$ cat src/rtl/tfc_conflict_monitor_if.sv
// Light-code inputs and lamp/fault outputs of the conflict monitor.
interface tfc_conflict_monitor_if;
    logic [1:0] ns_code;
    logic [1:0] ew_code;
    logic       clr_fault;
    logic [2:0] ns_lamp;
    logic [2:0] ew_lamp;
    logic       fault;
    logic [2:0] fault_cause;

    modport master (
        output ns_code, ew_code, clr_fault,
        input  ns_lamp, ew_lamp, fault, fault_cause
    );

    modport slave (
        input  ns_code, ew_code, clr_fault,
        output ns_lamp, ew_lamp, fault, fault_cause
    );
endinterface

$ cat src/rtl/tfc_conflict_monitor.sv
// Safety stage for the two-way light controller: checks each sample for
// conflicts, illegal sequences, short yellows and stuck outputs, drives
// one-hot lamps, and falls back to flashing red on any violation.
module tfc_conflict_monitor #(
    parameter int MIN_YEL    = 2,
    parameter int MAX_HOLD   = 32,
    parameter int FLASH_HALF = 4
) (
    input  logic                  clk,
    input  logic                  rst_n,
    tfc_conflict_monitor_if.slave bus
);
    localparam int HW = $clog2(MAX_HOLD + 1);
    localparam int FW = (FLASH_HALF > 1) ? $clog2(FLASH_HALF) : 1;
    localparam int YW = $clog2(MIN_YEL + 1);

    localparam logic [1:0] C_R = 2'b00;
    localparam logic [1:0] C_Y = 2'b01;
    localparam logic [1:0] C_G = 2'b10;
    localparam logic [2:0] L_RED = 3'b100;

    typedef enum logic {RUN, FAULT} mode_t;

    mode_t          mode_q, mode_d;
    logic [1:0]     prev_ns_q, prev_ns_d, prev_ew_q, prev_ew_d;
    logic [YW-1:0]  yel_ns_q, yel_ns_d, yel_ew_q, yel_ew_d;
    logic [HW-1:0]  hold_q, hold_d;
    logic [FW-1:0]  flash_cnt_q, flash_cnt_d;
    logic           flash_on_q, flash_on_d;
    logic [2:0]     ns_lamp_q, ns_lamp_d, ew_lamp_q, ew_lamp_d;
    logic [2:0]     cause_q, cause_d;

    function automatic logic [2:0] decode(input logic [1:0] c);
        case (c)
            C_Y:     decode = 3'b010;
            C_G:     decode = 3'b001;
            default: decode = L_RED;   // invalid never reaches here in RUN
        endcase
    endfunction

    // Only the listed per-side transitions are legal; Y->R also needs a full yellow.
    function automatic logic legal(input logic [1:0] p, input logic [1:0] c,
                                   input logic [YW-1:0] y);
        case ({p, c})
            {C_R, C_R}, {C_R, C_G}, {C_G, C_G},
            {C_G, C_Y}, {C_Y, C_Y}: legal = 1'b1;
            {C_Y, C_R}:             legal = (y >= YW'(MIN_YEL));
            default:                legal = 1'b0;
        endcase
    endfunction

    // Consecutive yellow samples, saturating at MIN_YEL.
    function automatic logic [YW-1:0] yel_next(input logic [1:0] p, input logic [1:0] c,
                                               input logic [YW-1:0] y);
        if (c != C_Y)               yel_next = '0;
        else if (p != C_Y)          yel_next = YW'(1);
        else if (y == YW'(MIN_YEL)) yel_next = y;
        else                        yel_next = y + YW'(1);
    endfunction

    logic          conflict, seq_err, stuck, same;
    logic [HW-1:0] hold_inc;
    logic [2:0]    viol;

    // Violation checks on the current sample against the previous one.
    always_comb begin
        conflict = (bus.ns_code == 2'b11) || (bus.ew_code == 2'b11) ||
                   ((bus.ns_code != C_R) && (bus.ew_code != C_R));
        seq_err  = !legal(prev_ns_q, bus.ns_code, yel_ns_q) ||
                   !legal(prev_ew_q, bus.ew_code, yel_ew_q);
        same     = (bus.ns_code == prev_ns_q) && (bus.ew_code == prev_ew_q);
        hold_inc = (hold_q == HW'(MAX_HOLD)) ? hold_q : hold_q + HW'(1);
        stuck    = same && (hold_inc == HW'(MAX_HOLD));
        viol     = {stuck, seq_err, conflict};
    end

    // State register.
    always_ff @(posedge clk) begin
        if (!rst_n) begin
            mode_q      <= RUN;
            prev_ns_q   <= C_R;
            prev_ew_q   <= C_R;
            yel_ns_q    <= '0;
            yel_ew_q    <= '0;
            hold_q      <= '0;
            flash_cnt_q <= '0;
            flash_on_q  <= 1'b0;
            ns_lamp_q   <= L_RED;
            ew_lamp_q   <= L_RED;
            cause_q     <= '0;
        end else begin
            mode_q      <= mode_d;
            prev_ns_q   <= prev_ns_d;
            prev_ew_q   <= prev_ew_d;
            yel_ns_q    <= yel_ns_d;
            yel_ew_q    <= yel_ew_d;
            hold_q      <= hold_d;
            flash_cnt_q <= flash_cnt_d;
            flash_on_q  <= flash_on_d;
            ns_lamp_q   <= ns_lamp_d;
            ew_lamp_q   <= ew_lamp_d;
            cause_q     <= cause_d;
        end
    end

    // Mode transitions, counters and lamp selection.
    always_comb begin
        mode_d      = mode_q;
        prev_ns_d   = bus.ns_code;   // prev tracks inputs in both modes
        prev_ew_d   = bus.ew_code;
        yel_ns_d    = yel_ns_q;
        yel_ew_d    = yel_ew_q;
        hold_d      = hold_q;
        flash_cnt_d = flash_cnt_q;
        flash_on_d  = flash_on_q;
        ns_lamp_d   = ns_lamp_q;
        ew_lamp_d   = ew_lamp_q;
        cause_d     = cause_q;
        case (mode_q)
            RUN: begin
                if (|viol) begin
                    mode_d      = FAULT;
                    cause_d     = cause_q | viol;
                    ns_lamp_d   = L_RED;
                    ew_lamp_d   = L_RED;
                    flash_cnt_d = '0;
                    flash_on_d  = 1'b1;
                    hold_d      = '0;
                    yel_ns_d    = '0;
                    yel_ew_d    = '0;
                end else begin
                    ns_lamp_d = decode(bus.ns_code);
                    ew_lamp_d = decode(bus.ew_code);
                    yel_ns_d  = yel_next(prev_ns_q, bus.ns_code, yel_ns_q);
                    yel_ew_d  = yel_next(prev_ew_q, bus.ew_code, yel_ew_q);
                    hold_d    = same ? hold_inc : '0;
                end
            end
            FAULT: begin
                if (bus.clr_fault && !conflict) begin
                    mode_d    = RUN;
                    cause_d   = '0;
                    ns_lamp_d = decode(bus.ns_code);
                    ew_lamp_d = decode(bus.ew_code);
                    hold_d    = '0;
                    yel_ns_d  = '0;
                    yel_ew_d  = '0;
                end else if (flash_cnt_q == FW'(FLASH_HALF - 1)) begin
                    flash_cnt_d = '0;
                    flash_on_d  = !flash_on_q;
                end else begin
                    flash_cnt_d = flash_cnt_q + FW'(1);
                end
            end
            default: mode_d = RUN;
        endcase
    end

    assign bus.fault       = (mode_q == FAULT);
    assign bus.fault_cause = cause_q;
    assign bus.ns_lamp     = (mode_q == FAULT) ? (flash_on_q ? L_RED : 3'b000) : ns_lamp_q;
    assign bus.ew_lamp     = (mode_q == FAULT) ? (flash_on_q ? L_RED : 3'b000) : ew_lamp_q;
endmodule

$ cat src/flat_wrapper.sv
// flat-port wrapper written by rule: the top's interface ports become plain ports
module tfc_conflict_monitor_flat 
#(
    parameter int MIN_YEL    = 2,
    parameter int MAX_HOLD   = 32,
    parameter int FLASH_HALF = 4
)
  (clk, rst_n, bus_ns_code, bus_ew_code, bus_clr_fault, bus_ns_lamp, bus_ew_lamp, bus_fault, bus_fault_cause);
  tfc_conflict_monitor_if bus_i ();
  input  logic clk;
  input  logic rst_n;
  input wire logic [$bits(bus_i.ns_code)-1:0] bus_ns_code;
  input wire logic [$bits(bus_i.ew_code)-1:0] bus_ew_code;
  input wire logic [$bits(bus_i.clr_fault)-1:0] bus_clr_fault;
  output wire logic [$bits(bus_i.ns_lamp)-1:0] bus_ns_lamp;
  output wire logic [$bits(bus_i.ew_lamp)-1:0] bus_ew_lamp;
  output wire logic [$bits(bus_i.fault)-1:0] bus_fault;
  output wire logic [$bits(bus_i.fault_cause)-1:0] bus_fault_cause;
  assign bus_i.ns_code = bus_ns_code;
  assign bus_i.ew_code = bus_ew_code;
  assign bus_i.clr_fault = bus_clr_fault;
  assign bus_ns_lamp = bus_i.ns_lamp;
  assign bus_ew_lamp = bus_i.ew_lamp;
  assign bus_fault = bus_i.fault;
  assign bus_fault_cause = bus_i.fault_cause;
  tfc_conflict_monitor #(.MIN_YEL(MIN_YEL), .MAX_HOLD(MAX_HOLD), .FLASH_HALF(FLASH_HALF)) u_core (.clk(clk), .rst_n(rst_n), .bus(bus_i));
endmodule
$ cat config.mk
export PLATFORM = sky130hd
export DESIGN_NAME = tfc_conflict_monitor_flat
export DESIGN_NICKNAME = d
export VERILOG_FILES = /design/src/rtl/tfc_conflict_monitor_if.sv /design/src/rtl/tfc_conflict_monitor.sv /design/src/flat_wrapper.sv
export SDC_FILE = /design/constraint.sdc
export NUM_CORES = 1
export LEC_CHECK = 0
export CAP_MARGIN = 5
export CORE_MARGIN = 3
export CORE_UTILIZATION = 55
export CTS_CLUSTER_DIAMETER = 80
export DETAILED_ROUTE_END_ITERATION = 12
export PLACE_DENSITY = 0.78
export SYNTH_ARGS = -nofsm -noshare
export SYNTH_HDL_FRONTEND = slang
export SYNTH_SLANG_ARGS = --single-unit
$ cat constraint.sdc
create_clock -name clk -period 3.4 [get_ports clk]
set_input_delay 0.68 -clock clk [delete_from_list [all_inputs] [get_ports clk]]
set_output_delay 0.68 -clock clk [all_outputs]
set_load 0.05 [all_outputs]
==> results by group <==
Logic synthesis
  • Syn_nets: 220
  • Post-synthesis sequential area ratio: between 30% and 40%
  • Most used flip-flop cell after synthesis: dfxtp_1
  • Post-synth ARST share: 0%
  • Area share of the largest cell type after synthesis: roughly a third
  • Dominant cell type by area after synthesis: dfxtp_1
  • Number of synthesized flops with an enable pin: 0
  • Syn_area_per_cell: 8.16 µm²
  • Synth Register Bits: 27
  • Cells after Synth: 198
  • Synthesis Warnings: 0
  • Largest cells by area after synthesis: dfxtp_1 (33%), ha_1 (12%), nand2_1 (7.0%)
  • Synthesized area: between 0.0015 and 0.002 mm²
  • Distinct cells, synth: 37

Clock tree
  • Hold Buf Count CTS: 0
  • CTS tree: done
  • Post-CTS Setup Repair Bufs: 0
  • Clk_lat worst skew: 330 ps
  • Clock buffer depth: 2
  • # resized after CTS: 0
  • Clock slew at reported path FFs: around 150 ps
  • CTS buffer count: 3
  • Clk sinks: 27
  • # H-tree levels: 1
  • Root buffer cell: clkbuf_4

Worst setup path
  • Startpoint Class: flop
  • Critical-path top delay cell: clkdlybuf4s50_1
  • Bufs and invs on worst path: 1
  • CP delay by family, top: buffers and inverters
  • CP startpoint: u_core.bus.fault$_SDFF_PN0_
  • R2R cell count: 7
  • CP Capture Point: bus_ns_lamp[2]
  • CP max FO: 14
  • CP endpoint kind: primary output
  • Slowest stage delay, CP: approximately 820 ps
  • CP Depth: 3
  • Crit-path cells: nand2_1, o21ai_0, clkdlybuf4s50_1
  • Setup slack, reg-to-reg: approximately 1100 ps
  • Worst EP required: roughly 2700 ps
  • Reg-to-reg endpoint: u_core.yel_ew_q[1]$_SDFFE_PN0P_
  • R2R Path Start: u_core.hold_q[0]$_SDFFE_PN0P_
  • Critical path class: flop to primary output
  • Worst Path Arrival: approximately 2000 ps

Floorplanning
  • Die area: approximately 0.0036 mm²
  • IO Count: 17
  • Core area: 0.00278 mm²
  • Core Rows: 19
  • Horiz. Die Dim: approximately 60 µm
  • Initial cell density of the core: between 50% and 60%
  • Die Y-Extent: 60.2 µm

Finish
  • Share of cells above drive strength 1: 6.48%
  • Post-layout util: 66.4%
  • Nets@finish: 239
  • Area occupied by multi-input gates: 996 µm²
  • P&R area growth vs syn: 14.2%
  • Register area: approximately 540 µm²
  • Design Area, Final: 0.00185 mm²
  • Cell Count, Final, Fillers Out: roughly 250
  • Most frequent cells in the layout: nand2_1 (30), dfxtp_1 (27), nor2_1 (20)
  • Filler instances: between 200 and 250
  • Most common cell after layout, fill and taps aside: nand2_1
  • N_diodes: 0

Power
  • Net Sw Frac: between 20% and 30%
  • Pwr/cell area: 316 mW/mm²
  • Comb power frac: 18.6%
  • Pint: about 410 µW
  • Clock Power Share: between 20% and 30%
  • P_leak: 0.000732 µW
  • Flop pwr share: approximately 57%
  • Switching Power: 170 µW
  • Peak supply drop: 0.300 mV

Detailed routing
  • Final WL: roughly 3.4 mm
  • Via-to-Cell Ratio: between 5 and 6
  • First-pass iteration count of the detailed router: 4
  • Wirelength per Cell: between 10 and 15 µm
  • Routed Antenna Nets: 0
  • DRC Markers: 0
  • Vias: between 1,000 and 1,500
  • Initial DRC Count: 88

Timing
  • Max-slew headroom: around 65%
  • Max Freq: ~0.37 GHz
  • Worst-Margin Slew: around 520 ps
  • RSZ-0062 raised after global routing: no
  • Final hold vios: 0
  • Final period utilization: around four fifths
  • Final Max Tran Viols: 0
  • Clock skew: approximately 12 ps
  • Final Setup Violations: 0
  • Final WS setup: roughly 730 ps
  • Setup TNS: 0 ps
  • Tmin final: around 2700 ps

Global route
  • Met2 GRT Util: 36.9%
  • Vias in the first global route: 1,356
  • M3 GR Usage: 2.38%
  • Largest net degree at the start of global routing: 24
  • Grt ovf: 0
  • Met1 Resource Use GR: about a quarter
  • First-pass GRT wire length: between 5 and 6 mm
  • Total track usage: a little over a fifth
  • Most used routing layer: met2
  • Initial antenna violation count: 0

Placement
  • Final GP Congestion: around 0.83
  • Placed Cells: approximately 240
  • HPWL Detailed: between 2 and 3 mm
  • Area after DPL: about 0.0018 mm²
  • Placement Setup Slack: 422 ps
  • I/O Buffers: 16

Job
  • Max-cap violation count: 0

Worst hold path
  • Hold Crit Class: flop to flop

Run status
  • Status: completed
[worst reg2reg max path, cell delays in order, from the launching register on]
cell and delay [ps]:
dfxtp_1 500, ha_1 280, nand3_1 150, xnor2_1 330, a2111oi_4 120, a211oi_4 450, a41o_1 260, o2bb2ai_1 120
[Yosys cell counts (2+ instances only)]
master     count
nand2_1       30
or3_1          2
nand3_1        5
nand2b_1       8
a2bb2oi_1      2
nand3b_1       2
nor2b_1        5
clkbuf_1       4
and2_1         6
o21ai_0       12
nand4_1        2
ha_1          15
a31oi_1        2
nor3b_1        2
xnor2_1        7
dfxtp_1       27
o2bb2ai_1      3
inv_1         16
o22ai_1        3
a21boi_0       4
o211ai_1       2
a21oi_1        4
o2111ai_1      2
nor2_1        20
[sequential cells by signal, summed over array words and instances, names as in the netlist]
signal	flops
u_core.flash_on_q	1
u_core.bus.fault	1
u_core.hold_q	6
u_core.bus.fault_cause	3
u_core.prev_ns_q	2
u_core.yel_ns_q	2
u_core.prev_ew_q	2
u_core.ew_lamp_q	3
u_core.ns_lamp_q	3
u_core.yel_ew_q	2
u_core.flash_cnt_q	2
[how the worst min path moves through the flow]
stage | start | end | slack, ps | cells after the start
finish | u_core.ew_lamp_q[0]$_SDFFE_PN0P_ | u_core.ew_lamp_q[0]$_SDFFE_PN0P_ | 470 | 2
floorplan | u_core.ew_lamp_q[0]$_SDFFE_PN0P_ | u_core.ew_lamp_q[0]$_SDFFE_PN0P_ | 420 | 2
detailed placement | u_core.ew_lamp_q[0]$_SDFFE_PN0P_ | u_core.ew_lamp_q[0]$_SDFFE_PN0P_ | 440 | 2
global route | u_core.ns_lamp_q[2]$_SDFFE_PN1P_ | u_core.ns_lamp_q[2]$_SDFFE_PN1P_ | 500 | 2
CTS | u_core.ew_lamp_q[0]$_SDFFE_PN0P_ | u_core.ew_lamp_q[0]$_SDFFE_PN0P_ | 470 | 2
global placement | u_core.ew_lamp_q[0]$_SDFFE_PN0P_ | u_core.ew_lamp_q[0]$_SDFFE_PN0P_ | 430 | 2
[kinds of logic after synthesis]
logic type               count (synthesis)  share of synthesized area [%]
AND/OR/NAND/NOR                         87                           26.4
AO/OA/AOI/OAI                           41                           19.8
adder cells (fa/ha/maj)                 15                           11.6
flip-flops                              27                           33.4
XOR/XNOR                                 7                           3.79
buffers and inverters                   21                           4.95
[through the flow]
| stage | power, µW | hold slack [ps] |
|---|---|---|
| after floorplan | 411 | 417 |
| after global placement | 448 | 433 |
| after detailed placement | 450 | 437 |
| after CTS | 586 | 470 |
| after global routing | 613 | 498 |
| final | 583 | 467 |
[power by group through the flow]
stage | Clock [µW] | Combinational, µW | Sequential [µW]
final | 139 | 108 | 335
after global routing | 156 | 119 | 337
after CTS | 142 | 109 | 335
after detailed placement | 0 | 108 | 342
after global placement | 0 | 106 | 342
after floorplan | 0 | 61.1 | 350
[layout make-up]
type,count,area share [%]
clock buffers,3,1.22
clock inverters,1,0.271
inverters,16,3.25
multi-input cells,150,54.0
flip-flops and latches,27,29.3
well taps,31,2.10
repair buffers,19,9.90
[layer usage]
metal | vias up | routed length [µm]
li1 | 705 | -
met1 | 632 | 1510
met2 | 25 | 1700
met3 | 8 | 88
met4 | 0 | 55
met5 | - | 0
No activity file was read; power rests on OpenSTA's default activity.
